**config.mk**
```make
export PLATFORM = sky130hd
export DESIGN_NAME = pixel_frame_feeder
export DESIGN_NICKNAME = d
export VERILOG_FILES = /design/src/rtl/pixel_pkg.sv /design/src/rtl/pixel_raster_counter.sv /design/src/rtl/pixel_frame_feeder.sv
export SDC_FILE = /design/constraint.sdc
export NUM_CORES = 1
export LEC_CHECK = 0
export BUFFER_PORTS_ARGS = -buffer_cell sky130_fd_sc_hd__buf_2
export CAP_MARGIN = 10
export CORE_MARGIN = 3
export CORE_UTILIZATION = 30
export CTS_CLUSTER_SIZE = 12
export DETAILED_ROUTE_END_ITERATION = 12
export GPL_TIMING_DRIVEN = 0
export PLACE_DENSITY = 0.49
export SLEW_MARGIN = 20
export SYNTH_ARGS = -nofsm -noshare
export SYNTH_HDL_FRONTEND = slang
export SYNTH_HIERARCHICAL = 1
export SYNTH_SLANG_ARGS = --single-unit
```
**constraint.sdc**
```tcl
create_clock -name i_clk -period 2.64 [get_ports i_clk]
set_input_delay 0.264 -clock i_clk [delete_from_list [all_inputs] [get_ports i_clk]]
set_output_delay 0.264 -clock i_clk [all_outputs]
set_load 0.05 [all_outputs]
```
**src/rtl/pixel_pkg.sv**
```systemverilog
// Shared types for the pixel frame feeder: FSM states, per-pixel marker flags
// and the completed-frame counter width.
package pixel_pkg;

    localparam int FRAME_CNT_W = 16;

    typedef enum logic [1:0] {
        IDLE    = 2'd0,
        RUNNING = 2'd1,
        BLANK   = 2'd2,
        DONE    = 2'd3
    } t_feeder_states;

    typedef struct packed {
        logic sof;
        logic eol;
        logic eof;
    } t_pixel_flags;

endpackage

```
**src/rtl/pixel_raster_counter.sv**
```systemverilog
// Raster position tracker: x/y counters advanced once per accepted pixel, with
// end-of-line / last-line compares against the latched (size-1) values.
module pixel_raster_counter #(
    parameter int SIZE_W = 12
) (
    input  logic              i_clk,
    input  logic              i_rst_n,
    input  logic              i_clr,
    input  logic              i_adv,
    input  logic [SIZE_W-1:0] i_last_x_idx,
    input  logic [SIZE_W-1:0] i_last_y_idx,
    output logic [SIZE_W-1:0] o_x,
    output logic [SIZE_W-1:0] o_y,
    output logic              o_last_x,
    output logic              o_last_y
);

    logic [SIZE_W-1:0] r_x;
    logic [SIZE_W-1:0] r_y;
    logic              w_last_x;
    logic              w_last_y;

    // Compare against size-1 so a full 2^SIZE_W-1 dimension never overflows.
    assign w_last_x = (r_x == i_last_x_idx);
    assign w_last_y = (r_y == i_last_y_idx);

    always_ff @(posedge i_clk or negedge i_rst_n) begin
        if (!i_rst_n) begin
            r_x <= '0;
            r_y <= '0;
        end else if (i_clr) begin
            r_x <= '0;
            r_y <= '0;
        end else if (i_adv) begin
            if (w_last_x) begin
                r_x <= '0;
                r_y <= w_last_y ? '0 : r_y + 1'b1;
            end else begin
                r_x <= r_x + 1'b1;
            end
        end
    end

    assign o_x      = r_x;
    assign o_y      = r_y;
    assign o_last_x = w_last_x;
    assign o_last_y = w_last_y;

endmodule

```
**src/rtl/pixel_frame_feeder.sv**
```systemverilog
// Streams one raster frame from a source handshake to a DUT handshake with
// horizontal blanking, sof/eol/eof markers, abort and a completion pulse.
//
// state   | meaning
// IDLE    | waiting for start; done pulses here for one cycle after a frame
// RUNNING | accepting source pixels into the output register
// BLANK   | hblank idle cycles after a non-final line, source held off
// DONE    | last pixel accepted, waiting for it to drain downstream
module pixel_frame_feeder
    import pixel_pkg::*;
#(
    parameter int PIXEL_W  = 8,
    parameter int CHANNELS = 3,
    parameter int SIZE_W   = 12,
    parameter int BLANK_W  = 8
) (
    input  logic                        i_clk,
    input  logic                        i_rst_n,
    input  logic                        i_start,
    input  logic                        i_abort,
    input  logic [SIZE_W-1:0]           i_size_x,
    input  logic [SIZE_W-1:0]           i_size_y,
    input  logic [BLANK_W-1:0]          i_hblank,
    input  logic [PIXEL_W*CHANNELS-1:0] i_src_pixel,
    input  logic                        i_src_valid,
    output logic                        o_src_ready,
    output logic [PIXEL_W*CHANNELS-1:0] o_pixel_out,
    output logic                        o_out_valid,
    input  logic                        i_out_ready,
    output logic                        o_sof,
    output logic                        o_eol,
    output logic                        o_eof,
    output logic                        o_busy,
    output logic                        o_done,
    output logic [FRAME_CNT_W-1:0]      o_frame_count
);

    localparam int DW = PIXEL_W * CHANNELS;

    t_feeder_states          r_state;
    logic [SIZE_W-1:0]       r_last_x_idx;
    logic [SIZE_W-1:0]       r_last_y_idx;
    logic [BLANK_W-1:0]      r_hblank;
    logic [BLANK_W-1:0]      r_blank_cnt;
    logic                    r_out_valid;
    logic [DW-1:0]           r_pixel;
    t_pixel_flags            r_flags;
    logic                    r_done;
    logic [FRAME_CNT_W-1:0]  r_frame_count;

    logic                    w_src_ready;
    logic                    w_xfer;
    logic                    w_clr;
    logic                    w_adv;
    logic [SIZE_W-1:0]       w_x;
    logic [SIZE_W-1:0]       w_y;
    logic                    w_last_x;
    logic                    w_last_y;

    // Source is throttled combinationally so out_ready=0 stalls it in the same cycle.
    assign w_src_ready = (r_state == RUNNING) && (!r_out_valid || i_out_ready);
    assign w_xfer      = i_src_valid && w_src_ready;
    assign w_clr       = i_abort || ((r_state == IDLE) && i_start);
    assign w_adv       = w_xfer && !i_abort;

    pixel_raster_counter #(
        .SIZE_W (SIZE_W)
    ) u_raster (
        .i_clk        (i_clk),
        .i_rst_n      (i_rst_n),
        .i_clr        (w_clr),
        .i_adv        (w_adv),
        .i_last_x_idx (r_last_x_idx),
        .i_last_y_idx (r_last_y_idx),
        .o_x          (w_x),
        .o_y          (w_y),
        .o_last_x     (w_last_x),
        .o_last_y     (w_last_y)
    );

    always_ff @(posedge i_clk or negedge i_rst_n) begin
        if (!i_rst_n) begin
            r_state       <= IDLE;
            r_last_x_idx  <= '0;
            r_last_y_idx  <= '0;
            r_hblank      <= '0;
            r_blank_cnt   <= '0;
            r_out_valid   <= 1'b0;
            r_pixel       <= '0;
            r_flags       <= '0;
            r_done        <= 1'b0;
            r_frame_count <= '0;
        end else if (i_abort) begin
            r_state     <= IDLE;
            r_out_valid <= 1'b0;
            r_blank_cnt <= '0;
            r_done      <= 1'b0;
        end else begin
            r_done <= 1'b0;

            if (w_xfer) begin
                r_out_valid <= 1'b1;
                r_pixel     <= i_src_pixel;
                r_flags.sof <= (w_x == '0) && (w_y == '0);
                r_flags.eol <= w_last_x;
                r_flags.eof <= w_last_x && w_last_y;
            end else if (i_out_ready) begin
                r_out_valid <= 1'b0;
            end

            case (r_state)
                IDLE: begin
                    if (i_start) begin
                        r_last_x_idx <= i_size_x - 1'b1;
                        r_last_y_idx <= i_size_y - 1'b1;
                        r_hblank     <= i_hblank;
                        r_state      <= ((i_size_x == '0) || (i_size_y == '0)) ? DONE : RUNNING;
                    end
                end
                RUNNING: begin
                    if (w_xfer && w_last_x) begin
                        if (w_last_y) begin
                            r_state <= DONE;
                        end else if (r_hblank != '0) begin
                            r_state     <= BLANK;
                            r_blank_cnt <= r_hblank;
                        end
                    end
                end
                BLANK: begin
                    if (r_blank_cnt == BLANK_W'(1)) begin
                        r_state <= RUNNING;
                    end else begin
                        r_blank_cnt <= r_blank_cnt - 1'b1;
                    end
                end
                DONE: begin
                    if (!r_out_valid || i_out_ready) begin
                        r_state       <= IDLE;
                        r_done        <= 1'b1;
                        r_frame_count <= r_frame_count + 1'b1;
                    end
                end
                default: r_state <= IDLE;
            endcase
        end
    end

    assign o_src_ready   = w_src_ready;
    assign o_pixel_out   = r_pixel;
    assign o_out_valid   = r_out_valid;
    assign o_sof         = r_flags.sof;
    assign o_eol         = r_flags.eol;
    assign o_eof         = r_flags.eof;
    assign o_busy        = (r_state != IDLE);
    assign o_done        = r_done;
    assign o_frame_count = r_frame_count;

endmodule

```
# Word-level counts from Yosys, hierarchy flattened
# Cells that the tools add are included.
# word_totals
ff_bits	111
out_inout_bits	47
word_cells	92
# op_classes
n_addsub	6
n_eq_ne	14
muxes	28
n_bitwise	1
n_reduce_logical	29
# op_table
operator	n
$mux 12	7
$logic_not 12->1	4
$mux 8	5
$add 12x1->12 const B	2
$eq 12x12->1	2
$sub 12x1->12 const B	2
$add 16x1->16 const B	1
$mux 2	8
$pmux 8 s2	1
$ne 3x3->1 const B	5
$reduce_and 5->1	2
$eq 8x1->1 const B	1
$pmux 2 s4	1
$reduce_bool 8->1	1
$sub 8x1->8 const B	1
$logic_and 1x1->1	7
$mux 1	6
$ne 3x2->1 const B	2
$reduce_and 3->1	2
$reduce_bool 2->1	3
$reduce_bool 3->1	2
$eq 2x2->1 const B	2
$ne 4x2->1 const B	1
$reduce_and 2->1	2
5 further kinds	8

# Logic depth before layout (Yosys ltp)
# Gate-level depths: netlist of run 1.
# depth
depth_word	8
mapped_depth	11
depth_no_buf	9

# Modules after synthesis
# Netlist of run 1, hierarchy kept.
# modules_own_cells
mod	instances	cells_per_inst	area_each_um2	seq_area_each_um2
pixel_frame_feeder	1	392	4237.8	2177.1
pixel_raster_counter	1	161	1531.5	600.6

# Worst setup path before layout of run 1
# OpenSTA, ideal clock, no wires.
# synth_timing
path_type	register -> register
from	reg r_state[1]
to	reg u_raster.r_y[9], in the netlist u_raster/o_y[9]
setup_time_ns	0.121
t_arrival_ns	2.290
required_time_ns	2.519
setup_slack_ns	0.229
stages_incl_launch_ff	12
synth_period_minus_slack_ns	2.411
cell_sequence	dfrtp_1 -> buf_2 -> nand2b_4 -> nor2_1 -> nand3_1 -> buf_2 -> inv_1 -> inv_1 -> o41ai_4 -> buf_6 -> o21ai_2 -> a22o_1
# synth_between
elab_chain_cells	6
word_cells_on_any_way	11
cone_classes	eq/ne (1); mux (1); reduce/logical (9)
# synth_lines
item	line_no	rtl
from (decl)	pixel_frame_feeder.sv:40	t_feeder_states r_state;
from (signal assigned)	pixel_frame_feeder.sv:117	r_state <= ((i_size_x == '0) || (i_size_y == '0)) ? DONE : RUNNING;
$eq 2x1->1	pixel_frame_feeder.sv:61	assign w_src_ready = (r_state == RUNNING) && (!r_out_valid || i_out_ready);
$logic_and 1x1->1	pixel_frame_feeder.sv:61	
$logic_and 1x1->1	pixel_frame_feeder.sv:62	assign w_xfer = i_src_valid && w_src_ready;
$logic_and 1x1->1	pixel_frame_feeder.sv:64	assign w_adv = w_xfer && !i_abort;
via w_adv	pixel_frame_feeder.sv:54	logic w_adv;
$reduce_bool 2->1 (no line)	-	
$reduce_and 2->1 (no line)	-	
to (signal assigned)	pixel_raster_counter.sv:37	r_y <= w_last_y ? '0 : r_y + 1'b1;
to (decl)	pixel_raster_counter.sv:19	logic [SIZE_W-1:0] r_y;
# The timed path passes the listed nets, and every way through them passes these cells.
# A chain may end at the register's enable or synchronous reset.

# Worst setup path in the final report of run 1
# Same ends and word-level chain as after synthesis.

==> results list, run 1 <==
* Result of the run: completed
* FF-to-FF path depth: 12
* Power density over cell area: 748 nW/um^2
- Multi-input gate area: 2870 sq um
- STA classifies the critical path startpoint as a register.
- Final period demand of the worst path: 2450 ps
- Number of port buffers: 107
- During I/O placement, the number of pins put on the boundary was 109.
- Relative slew margins: 52.7%
- Power after layout: 5.19 mW
- Max capacitance violation total: 0
- The floorplan step defined a die boundary enclosing 20900 sq um.
- The number of clock buffers added by TritonCTS is 9.
- The kind of cell with the highest combined delay along the critical path is buffers and inverters.
- The largest total area in the synthesized netlist belongs to dfrtp_1.
- In the synthesized netlist the dominant register cell turns out to be dfrtp_1.
- After synthesis, the netlist uses 60 different library cells.
- The core region is 18800 sq um.
- Detailed-route wire length per cell: 14.7 microns
- Fraction of registers with async set or reset after synthesis: 100%
- Num Clock Sinks: 111
- Number of buffers between clock root and the deepest sink: 2
- Area contributors post-synth: dfrtp_1 (48%), xnor2_1 (7.9%), mux2_2 (5.9%)
- Largest fanout of any net on the critical path: 10
- Average instance area after synthesis: 10.4 sq um
* Worst IR drop on VDD: 0.255 mV
* Via count of the first global-routing pass: 4329
* Maximum number of pins on one net before global-route repair: 62
- After detailed routing, the total wire length is 13.4 mm.
- Measured along the x axis, the die boundary spans 145 microns.
* Portion of synthesized cell area occupied by the leading cell type: 48.1%
- Data required time of the critical path: 2870 ps
- Cell-by-cell listing of the critical path: buf_2 -> nand2b_4 -> nor2_4 -> nand3_2 -> buf_4 -> inv_1 -> inv_1 -> o41ai_4 -> buf_6 -> buf_6 -> o21ai_2 -> a22o_1
- DRC violations left: 0
- Of the available clock period, the critical path in the final layout requires 92.9%.
* Final hold violations: 0
* GR Overflow Total: 0
- Once detail routing completed, the nets flagged for antenna violations numbered 0.
- Number of buffers and inverters on the critical path: 6
- Synthesized netlist net count: 624
- CP max stage cell: dfrtp_1
- Summed over all failing endpoints, the final setup total negative slack is 0 ps.
* Number of instances in the synthesized netlist: 553
- Routability Congestion: 0.785
- Number of synthesized register bits: 111
- Clk_skew: 10.4 ps
* Wire length of the first global-routing pass: 22.2 mm
* Clock insertion delay at the later pin of the skew report: 350 ps
- After synthesis, the most frequently instantiated cells are dfrtp_1 (111), nand2_1 (72), xnor2_1 (52).
* Via-to-Cell Ratio: 4.81
* Share of the yosys chip area belonging to registers: 48.1%
- In this design, the stage delay of the slowest critical-path cell is 360 ps.
- Data arrival time at the worst-slack endpoint: 2690 ps
* CTS tree: yes
* HP Class: input pin to register
* DPL Wire Length: 10.3 mm
* Total number of vias: 4392
* Top achievable clock speed: 408 MHz
* Vert. Die Dim: 145 microns
- After the last flow step, the layout net total stands at 745.
* Number of design-rule violations left by the first detailed-router iteration: 210
- Post-detailed-placement cell area: 6630 sq um
* Share of cells above drive strength 1: 28.4%
- Among all cell types in the netlist, the one instantiated most often is dfrtp_1.
* Share of the core filled with cells: 37.0%
* Initial antenna violation count: 0
- Number of logic stages on the critical path including buffering: 12
- Summed over all cells, the static leakage comes to 3.14 nW.
- Worst Hold Depth: 3
- 0 antenna diodes ended up in the layout.
* Global routing usage summed across all routing layers: 13.1%
- The critical path is of the register to register type.
* Max-slew violation count: 0
* Area grow syn2layout: 20.4%
* Number of placement rows: 50
- For this configuration, the core starts out at a cell density of 30.7%.
- Root Buffer Master: clkbuf_16
* Cell area after layout: 6940 sq um
- Fill cell instance count of the final layout: 1938
- TritonRoute pass-1 iters: 4
- Across the whole layout, storage elements account for 2780 sq um.
- RSZ-0062 raised after global routing: no
- Setup violations remaining at the end of the flow were counted as 0.
* Clock transition at the register clock pins on the worst setup and hold paths after CTS: 80 ps
- Level count of the clock H-tree: 3
- Transition at the pin with the smallest max-transition slack: 704 ps
- Cell area after synthesis: 5770 sq um
* Type of element capturing the critical path: register
* Number of enable-type register cells in the synthesized netlist: 0
- Yosys warning total: 6
## tightest hold or removal path: stages
cell and delay [ps]:
buf_2 80, nand2_1 40, nand2_1 50
## report_power, final
group          leakage, nW  switching, mW  internal [mW]  total [mW]
registers             1.43          0.221           2.01        2.23
logic                 1.58           1.11          0.549        1.66
clock network        0.132          0.635          0.666        1.30
total                 3.14           1.97           3.23        5.19
## cell usage in the layout (no fill, tap or decap), types with 3 or more instances in the layout
cell         n
buf_2      110
a21oi_1     13
or3_1        6
nor2b_1      7
nand2_1     72
mux2_1       3
nor2_1      30
nor3_2       4
o31ai_1      3
nand4_1     11
o21ai_0     40
inv_1       17
nor4_1      10
and3_1       5
buf_6        3
ha_1         9
xor2_1      17
xnor2_1     52
dfrtp_1    111
clkbuf_1     9
or3_4        3
nor3_1      18
clkbuf_16    9
mux2_2      30
o21ai_2      4
nand3_1     16
a22o_1      12
## state kept, by name, indices dropped and copies added, names as in the netlist
name / cells
o_done: 1
o_eof: 1
o_eol: 1
o_frame_count: 16
o_out_valid: 1
o_pixel_out: 24
o_sof: 1
r_blank_cnt: 8
r_hblank: 8
r_last_x_idx: 12
r_last_y_idx: 12
r_state: 2
u_raster/o_x: 12
u_raster/o_y: 12
## worst paths after layout
kind                              startpoint                end  slack, ps
setup / recovery                  r_state[1]    u_raster/o_y[9]        190
hold / removal                   i_hblank[3]        r_hblank[3]        110
setup reg to reg                  r_state[1]    u_raster/o_y[9]        190
hold reg to reg            o_frame_count[15]  o_frame_count[15]        480
max in group asynchronous            i_rst_n    u_raster/o_x[3]       1520
min in group asynchronous            i_rst_n  o_frame_count[12]        430
## timing repair
item | 4_1_cts | 5_1_grt
setup buffers | 1 | 0
endpoints found under the hold margin | 50 | 0
endpoints found under the setup margin | 21 | 13
hold buffers | 1 | 0
pin swaps | 1 | 0
resized for setup | 2 | 3
cloned | 0 | 0
## metal layers
| metal | up-vias | part of all wire, % | global-route usage (%) |
|---|---|---|---|
| met2 | 99 | 46 | 20.9 |
| met3 | 11 | 4.5 | 1.91 |
| met1 | 2087 | 48 | 18.2 |
| met4 | 0 | 1.4 | 4.27 |
| li1 | 2195 | - | - |
| met5 | - | 0 | 0 |
## final cells by class
class | instances | area share, %
clock inverter | 5 | 0.486
sequential | 111 | 40.0
buffer | 15 | 1.10
inverter | 17 | 0.919
clock buffer | 11 | 3.50
multi-input combinational | 410 | 41.3
tap | 234 | 4.22
timing repair buffer | 110 | 8.50
## cell families after synthesis
group	count (synthesis)	synth area share, %
DFF	111	48.1
AOI/OAI and AO/OA	89	10.3
adders and majority gates	9	1.95
muxes	34	6.61
buffers and inverters	32	2.39
xor gates and xnor gates	69	10.5
and+or+nand+nor	209	20.1
## per-stage QoR
| step | instances | hold WS, ps | worst slack (ps) |
|---|---|---|---|
| CTS | 913 | 87.6 | 13.1 |
| floorplan | 553 | -31.6 | 229 |
| global placement | 894 | 456 | -403 |
| detailed placement | 895 | 255 | -384 |
| global route | 913 | 106 | 10.7 |
| finish | 913 | 105 | 188 |
Note: power is estimated with default switching activity, not from simulation.
==> run 2, diff against run 1 <==
--- a/config.mk
+++ b/config.mk
@@ -9,6 +9,7 @@
 export CAP_MARGIN = 10
 export CORE_MARGIN = 3
 export CORE_UTILIZATION = 30
+export CTS_BUF_LIST = sky130_fd_sc_hd__clkbuf_4
 export CTS_CLUSTER_SIZE = 12
 export DETAILED_ROUTE_END_ITERATION = 12
 export GPL_TIMING_DRIVEN = 0
@@ -16,5 +17,4 @@
 export SLEW_MARGIN = 20
 export SYNTH_ARGS = -nofsm -noshare
 export SYNTH_HDL_FRONTEND = slang
-export SYNTH_HIERARCHICAL = 1
 export SYNTH_SLANG_ARGS = --single-unit
==> run 2 against run 1 <==
Compared with the run above: count of clock-buffer cells in the layout shrank 1; register-to-register slack gained 100 ps; utilization grew 0.77 points; sequential power grew 15%; worst setup slack gained 100 ps; clock skew grew 6.8 ps; sequential cell count is the same; design area grew 2.1%; die area shrank 0.31%; largest power group unchanged.
==> results list, run 2 <==
- Type of element capturing the critical path: register (unchanged)
* Yosys warning total: 0 (was 6)
* Total Die Area: 20900 sq um (about the same)
- Final period demand of the worst path: 2350 ps (was 2450 ps)
* Worst IR drop on VDD: 0.213 mV (was 0.255 mV)
* I/O Pins: 109 (unchanged)
- The count of vias placed by the detailed router came to 4664 (was 4392).
* Number of nets still failing antenna checks after routing: 0 (unchanged)
- The proportion of register bits with asynchronous set or reset after synthesis was 100% (unchanged).
- Via-to-Cell Ratio: 4.77 (was 4.81)
- FF-to-FF path depth: 6 (was 12)
- The worst hold slack across all endpoints came to 52.1 ps (was 105 ps).
* Detailed-route wire length per cell: 14.5 microns (was 14.7 microns)
- Synthesized netlist net count: 657 (was 624)
- The flip-flop count of the largest register after layout came to 24 (unchanged).
* Delay contributed by the slowest stage of the critical path: 510 ps (was 360 ps)
- The layout overhead on the synthesized area was 23.3% (was 20.4%).
- Most frequent cells after synthesis: dfrtp_1 (111), nand2_1 (85), xnor2_1 (52) (was dfrtp_1 (111), nand2_1 (72), xnor2_1 (52)).
- The residual DRC count is 0 (unchanged).
- Level count of the clock H-tree: 3 (unchanged)
- The latest clock arrival within the worst-skew pair came to 470 ps (was 350 ps).
- Share of cells above drive strength 1: 23.7% (was 28.4%)
- Worst R2R Setup Slack: 290 ps (was 190 ps)
- The count of routing violations after the opening detailed-route iteration came to 199 (was 210).
- Power after layout: 5.88 mW (was 5.19 mW)
- Data required time of the critical path: 3020 ps (was 2870 ps)
* Sum of routed wire length over all layers: 14.2 mm (was 13.4 mm)
- The power density over the cells was 829 nW/um^2 (was 748 nW/um^2).
- The data arrival time at the worst-slack endpoint came to 2730 ps (was 2690 ps).
- Number of setup violations in the final report: 0 (unchanged)
- Number of buffers between clock root and the deepest sink: 2 (unchanged)
* Most common cell in the synthesized netlist: dfrtp_1 (unchanged)
- The total of buffers placed on input and output ports came to 108 (was 107).
- Initial antenna violation count: 1 (was 0)
- The CTS buffer count was 9 (unchanged).
* Inst Count DP: 927 (was 895)
- Result of the run: completed (unchanged).
- Die Width: 144 microns (was 145 microns)
* Clk_skew: 17.2 ps (was 10.4 ps)
- The number of instances in the synthesized netlist came to 584 (was 553).
* Routability Congestion: 0.840 (was 0.785)
- Cell-by-cell listing of the critical path: nor2b_4 -> nand3_4 -> nor2_1 -> buf_1 -> buf_2 -> mux2_2 (was buf_2 -> nand2b_4 -> nor2_4 -> nand3_2 -> buf_4 -> inv_1 -> inv_1 -> o41ai_4 -> buf_6 -> buf_6 -> o21ai_2 -> a22o_1)
- The sequential element share of the synthesized area came to 48.3% (was 48.1%).
- Maximum number of pins on one net before global-route repair: 76 (was 62)
- Num Clock Sinks: 111 (unchanged)
- The start point of the worst hold path was i_size_y[0] (was i_hblank[3]).
- RSZ-0062 raised after global routing: no (unchanged)
* Number of placement rows: 50 (unchanged)
- The kind of path behind the tightest hold check is input pin to register (unchanged).
* Via count of the first global-routing pass: 4717 (was 4329)
- Filler-free cell count of the finished design: 978 (was 913)
- Max capacitance violation total: 0 (unchanged)
- Top cell family by delay on the critical path: buffers and inverters (unchanged)
- Cell area after synthesis: 5750 sq um (was 5770 sq um)
- Starting utilization of the core area: 30.6% (was 30.7%)
- Number of synthesized register bits: 111 (unchanged)
- Summed negative setup slack over all endpoints: 0 ps (unchanged)
- Vert. Die Dim: 144 microns (was 145 microns)
- Commonest cells after routing, fill and taps aside: dfrtp_1 (111), buf_2 (110), nand2_1 (85) (was dfrtp_1 (111), buf_2 (110), nand2_1 (72)).
- Multi-input gate area: 2800 sq um (was 2870 sq um)
- The launch instance of the worst register-to-register path is r_state[1] (unchanged).
- The cell at the root of the clock tree was clkbuf_4 (was clkbuf_16).
- Post-route fraction of the period consumed by the critical path: 89.0% (was 92.9%)
- The largest fanout on the critical path was 10 (unchanged).
- The leading area contributor after synthesis is dfrtp_1 (unchanged).
* Final hold violations: 0 (unchanged)
- Most common flop cell mapped by yosys: dfrtp_1 (unchanged)
- Most common cell after layout, fill and taps aside: dfrtp_1 (unchanged)
- Worst hold path endpoint: r_last_y_idx[0] (was r_hblank[3])
- The number of filler cells placed in the layout is 1900 (was 1938).
* Clock transition at the register clock pins on the worst setup and hold paths after CTS: 170 ps (was 80 ps)
- The leakage power summed over all cells is 3.18 nW (was 3.14 nW).
- The half-perimeter wire length after placement came to 10.7 mm (was 10.3 mm).
- The core outline area came to 18800 sq um (unchanged).
* Average instance area after synthesis: 9.85 sq um (was 10.4 sq um)
- Register area: 2780 sq um (unchanged)
* CTS tree: yes (unchanged)
* RR Endpoint: o_pixel_out[19] (was u_raster/o_y[9])
- The number of synthesized flops with an enable pin is 0 (unchanged).
- The post-CTS setup repair buffer count came to 0 (was 1).
* Transition at the pin with the smallest max-transition slack: 684 ps (was 704 ps)
- The count of pins over their slew limit was 0 (unchanged).
- The wire length of the first global-routing pass was 23.3 mm (was 22.2 mm).
- Relative slew margins: 54.0% (was 52.7%)
* GR Overflow Total: 0 (unchanged)
- TritonRoute pass-1 iters: 5 (was 4)
- Worst Setup Start Kind: register (unchanged)
- The aggregate global-route resource usage was 13.9% (was 13.1%).
- Area contributors post-synth: dfrtp_1 (48%), xnor2_1 (7.9%), nand2_1 (5.5%) (was dfrtp_1 (48%), xnor2_1 (7.9%), mux2_2 (5.9%))
- Number of buffers and inverters on the critical path: 2 (was 6)
* Top achievable clock speed: 426 MHz (was 408 MHz)
- Portion of synthesized cell area occupied by the leading cell type: 48.3% (was 48.1%)
- CP max stage cell: dfrtp_1 (unchanged)
- Post-synth cell types: 53 (was 60)
- The classification of the worst setup path is register to register (unchanged).
* Nets: 811 (was 745)
* Worst Hold Depth: 2 (was 3)
run 2: cell count changes after synthesis, sizes merged, moves of 6 or more:
cell     delta
o21ai       -6
nor2       +13
nor3        -6
or3         -9
o2bb2ai     +6
mux2        -6
nand2      +11
a22o       -12
nand3       +6
run 2: layer usage:
layer | track usage (%) | up-vias | wire [microns]
met5 | 0 | - | 0
met4 | 4.71 | 0 | 240
met3 | 1.88 | 14 | 532
met2 | 22.6 | 100 | 6540
met1 | 19.2 | 2231 | 6870
li1 | - | 2319 | -
run 2: area by class of cell:
| class | instances | area share, % |
|---|---|---|
| clock buffer | 10 | 1.06 |
| buffer | 21 | 1.61 |
| inverter | 19 | 1.01 |
| sequential | 111 | 39.2 |
| multi-input combinational | 433 | 39.5 |
| clock inverter | 6 | 0.530 |
| antenna | 1 | 0.0353 |
| tap | 234 | 4.13 |
| timing repair buffer | 143 | 12.9 |
run 2: through the flow:
stage | utilization [%] | cell area (sq um) | setup slack (ps)
final | 37.8 | 7090 | 291
after global routing | 37.8 | 7090 | 94.3
after CTS | 37.7 | 7080 | 139
after detailed placement | 35.3 | 6620 | 169
after global placement | 35.1 | 6580 | -113
after floorplan | - | 5750 | 419
run 2: kinds of logic after synthesis:
logic type	count (synthesis)	synth area share, %
buffers and inverters	40	3.22
AOI/OAI and AO/OA	86	9.18
adders and majority gates	11	2.39
muxes	27	5.29
xor gates and xnor gates	73	11.2
and+or+nand+nor	236	20.4
DFF	111	48.3
run 2: worst max-delay path by stage:
stage | start | end | slack (ps) | depth (start not counted)
after floorplan | o_out_valid | u_raster.o_y[11] | 420 | 8
after global placement | u_raster.o_y[2] | u_raster.o_y[9] | -110 | 6
after detailed placement | r_state[0] | r_blank_cnt[7] | 170 | 8
after CTS | r_state[0] | r_blank_cnt[7] | 140 | 8
after global routing | r_state[1] | o_pixel_out[19] | 90 | 6
final | r_state[1] | o_pixel_out[19] | 290 | 6
run 2: worst reg2reg max path: cells and delay by family (launching register included):
family	cells	cell delay, ps
buffers and inverters	2	790
AND/OR/NAND/NOR	3	600
flip-flops	1	510
multiplexers	1	370
run 2: power by group:
group / internal, mW / total [mW] / switching, mW
Sequential: 2.20 / 2.57 / 0.368
Combinational: 0.854 / 2.54 / 1.69
Clock: 0.200 / 0.764 / 0.564
Total: 3.25 / 5.88 / 2.62
run 2: timing repair:
action	4_1_cts	5_1_grt
hold endpoints to repair	69	0
endpoints found under the setup margin	0	5
gates resized for setup	0	2
hold buffers	34	0
==> run 3, diff against run 2 <==
--- a/config.mk
+++ b/config.mk
@@ -7,6 +7,7 @@
 export LEC_CHECK = 0
 export BUFFER_PORTS_ARGS = -buffer_cell sky130_fd_sc_hd__buf_2
 export CAP_MARGIN = 10
+export CORE_ASPECT_RATIO = 0.6
 export CORE_MARGIN = 3
 export CORE_UTILIZATION = 30
 export CTS_BUF_LIST = sky130_fd_sc_hd__clkbuf_4
@@ -14,6 +15,7 @@
 export DETAILED_ROUTE_END_ITERATION = 12
 export GPL_TIMING_DRIVEN = 0
 export PLACE_DENSITY = 0.49
+export RECOVER_POWER = 50
 export SLEW_MARGIN = 20
 export SYNTH_ARGS = -nofsm -noshare
 export SYNTH_HDL_FRONTEND = slang
==> run 3 against run 2 <==
Compared with the run above: power grew 2.0%; largest power group unchanged; utilization up 0.56 points; largest cell class unchanged; worst setup slack worse by 33 ps; the run now ends with max-capacitance violations, max-slew violations left; worst hold slack worse by 5.6 ps; global-route usage up 1.0 points; critical path depth is the same; sequential cell count is the same; combinational power barely moved; die area rose by 0.26%.
==> results list, run 3 (synthesized netlist as in run 2, its figures left out) <==
* Relative slew margins: -36.5% (was 54.0%)
- The power density over the cells is 847 nW/um^2 (was 829 nW/um^2).
- Post-route fraction of the period consumed by the critical path: 90.2% (was 89.0%)
- The internal power of the cells came to 3.22 mW (was 3.25 mW).
- Most common cell after layout, fill and taps aside: dfrtp_1 (unchanged)
- The largest fanout on the critical path was 10 (unchanged).
* Result of the run: finished with violations (was completed)
* Max-slew violation count: 37 (was 0)
* Data required time of the critical path: 3010 ps (was 3020 ps)
- Worst IR drop on VDD: 0.519 mV (was 0.213 mV)
- Data arrival time at the worst-slack endpoint: 2750 ps (was 2730 ps)
* Max capacitance violation total: 1 (was 0)
- The endpoint of the worst register-to-register path is o_pixel_out[17] (was o_pixel_out[19]).
* Root Buffer Master: clkbuf_4 (unchanged)
- Final period demand of the worst path: 2380 ps (was 2350 ps)
* Cell area after layout: 7070 sq um (was 7090 sq um)
- The residual DRC count was 0 (unchanged).
- The x dimension of the die came to 185 microns (was 144 microns).
* Nets: 810 (was 811)
- The number of iterations in the first detailed-routing pass came to 5 (unchanged).
- DPL Wire Length: 11.8 mm (was 10.7 mm)
- Setup fix buffers added after clock tree synthesis: 0 (unchanged)
- Via count of the first global-routing pass: 4622 (was 4717)
* Wire length of the first global-routing pass: 24.8 mm (was 23.3 mm)
- The latest clock arrival within the worst-skew pair is 470 ps (about the same).
- The launch instance of the worst register-to-register path was r_state[1] (unchanged).
* Comb pwr share: 42.1% (was 43.3%)
- Power after layout: 5.99 mW (was 5.88 mW)
* Number of design-rule violations left by the first detailed-router iteration: 333 (was 199)
- Number of buffers between clock root and the deepest sink: 2 (unchanged)
* Reported leakage power: 3.12 nW (was 3.18 nW)
- The remaining global-route overflow came to 0 (unchanged).
* Via-to-Cell Ratio: 4.85 (was 4.77)
* RSZ-0062 raised after global routing: no (unchanged)
- The H-tree depth reported by CTS came to 3 (unchanged).
- Starting utilization of the core area: 31.2% (was 30.6%)
* Total number of vias: 4764 (was 4664)
* Net switching power figure: 2.77 mW (was 2.62 mW)
- Routability Congestion: 0.849 (was 0.840)
* Summed negative setup slack over all endpoints: 0 ps (unchanged)
* Portion of total power attributed to sequential cells: 43.9% (was 43.7%)
* Detailed-route wire length per cell: 15.9 microns (was 14.5 microns)
- The flip-flop count of the largest register after layout came to 24 (unchanged).
* Clk_skew: 19.8 ps (was 17.2 ps)
* Initial antenna violation count: 0 (was 1)
- Area grow syn2layout: 23.0% (was 23.3%)
- The classification of the worst setup path was register to register (unchanged).
- Vert. Die Dim: 113 microns (was 144 microns)
- The total I/O pin count was 109 (unchanged).
- Number of setup violations in the final report: 0 (unchanged)
- Worst Setup Start Kind: register (unchanged)
* Commonest cells after routing, fill and taps aside: dfrtp_1 (111), buf_2 (89), nand2_1 (85) (was dfrtp_1 (111), buf_2 (110), nand2_1 (85))
* FF-to-FF path depth: 6 (unchanged)
* Share of cells above drive strength 1: 20.8% (was 23.7%)
- Type of element capturing the critical path: register (unchanged)
- Post-detailed-placement cell area: 6630 sq um (was 6620 sq um)
- Total Die Area: 20900 sq um (about the same)
- The core outline area is 18400 sq um (was 18800 sq um).
- The fraction of power spent switching nets is 46.2% (was 44.6%).
* Number of port buffers: 108 (unchanged)
- The destination of the worst hold path is r_last_y_idx[0] (unchanged).
- Num Clock Sinks: 111 (unchanged)
* Transition at the pin with the smallest max-transition slack: 2050 ps (was 684 ps)
- The CTS tree was yes (unchanged).
* Worst Hold Depth: 2 (unchanged)
* Violated checks: max-capacitance violations, max-slew violations
- Number of nets still failing antenna checks after routing: 0 (unchanged)
* CTS Buf Count: 9 (unchanged)
- The highest clock rate came to 420 MHz (was 426 MHz).
- The start point of the worst hold path is i_size_y[0] (unchanged).
- Final hold violations: 0 (unchanged)
- The worst hold slack across all endpoints is 46.5 ps (was 52.1 ps).
* Clock transition at the register clock pins on the worst setup and hold paths after CTS: 170 ps (about the same)
* HP Class: input pin to register (unchanged)
* Filler-free cell count of the finished design: 982 (was 978)
- The aggregate global-route resource usage is 14.9% (was 13.9%).
- Worst R2R Setup Slack: 260 ps (was 290 ps)
- The total wirelength of the detailed-routed design came to 15.6 mm (was 14.2 mm).
- Inst Count DP: 933 (was 927)
* Maximum number of pins on one net before global-route repair: 76 (unchanged)
- Antenna diode count: 0 (was 1)
- Share of power burned in the clock network: 14.0% (was 13.0%)
- Number of placement rows: 38 (was 50)
## run 3: cell types whose count changed in the layout (fill, tap and decap cells not counted), moves of 2 or more
cell	change
buf_2	-21
clkbuf_1	+22
clkinv_2	-2
clkinvlp_4	-2
inv_6	+2
## run 3: metrics by stage
step,util [%],setup slack (ps)
global placement,35.7,-94.7
detailed placement,35.9,83.4
CTS,38.2,70.1
finish,38.3,258
global route,38.3,105
floorplan,-,419
## run 3: power by group through the flow
| stage | logic (mW) | clock network, mW | registers [mW] |
|---|---|---|---|
| 6_report | 2.52 | 0.838 | 2.63 |
| 5_1_grt | 2.74 | 0.953 | 2.70 |
| 4_1_cts | 2.56 | 0.883 | 2.62 |
| 3_5_place_dp | 2.52 | 0 | 2.66 |
| 3_3_place_gp | 2.48 | 0 | 2.64 |
| 2_1_floorplan | 1.12 | 0 | 3.29 |
## run 3: worst max path at each step
| stage | depth (start not counted) | endpoint | slack, ps | startpoint |
|---|---|---|---|---|
| after CTS | 8 | r_blank_cnt[7] | 70 | r_state[0] |
| final | 6 | o_pixel_out[17] | 260 | r_state[1] |
| after floorplan | 8 | u_raster.o_y[11] | 420 | o_out_valid |
| after global placement | 6 | u_raster.o_y[9] | -90 | u_raster.o_y[0] |
| after global routing | 6 | o_pixel_out[19] | 100 | r_state[1] |
| after detailed placement | 8 | r_blank_cnt[7] | 80 | r_state[0] |
## run 3: cell type report
| type | count | area (sq um) |
|---|---|---|
| buffer | 21 | 114 |
| clock buffer | 9 | 67.6 |
| clock inverter | 7 | 66.3 |
| fill | 1852 | 11400 |
| inverter | 19 | 71.3 |
| multi-input combinational | 433 | 2800 |
| sequential | 111 | 2780 |
| tap | 240 | 300 |
| timing repair buffer | 142 | 871 |
## run 3: repair_timing
item,in CTS,in global routing
hold buffers,29,4
resized for setup,0,2
setup endpoints to repair,0,5
endpoints found under the hold margin,64,4
## run 3: worst max-delay path, stage by stage, from the launching register on
cell and delay, ps:
dfrtp_1 520, nor2b_4 190, nand3_4 130, nor2_1 300
buf_1 440, buf_2 340, mux2_2 370
## run 3: per-layer routing
metal	global-route usage, %	routed length, microns	vias up
li1	-	-	2321
met2	19.1	5490	186
met3	3.53	1150	7
met5	0	0	-
met4	2.20	78	0
met1	25.0	8890	2250
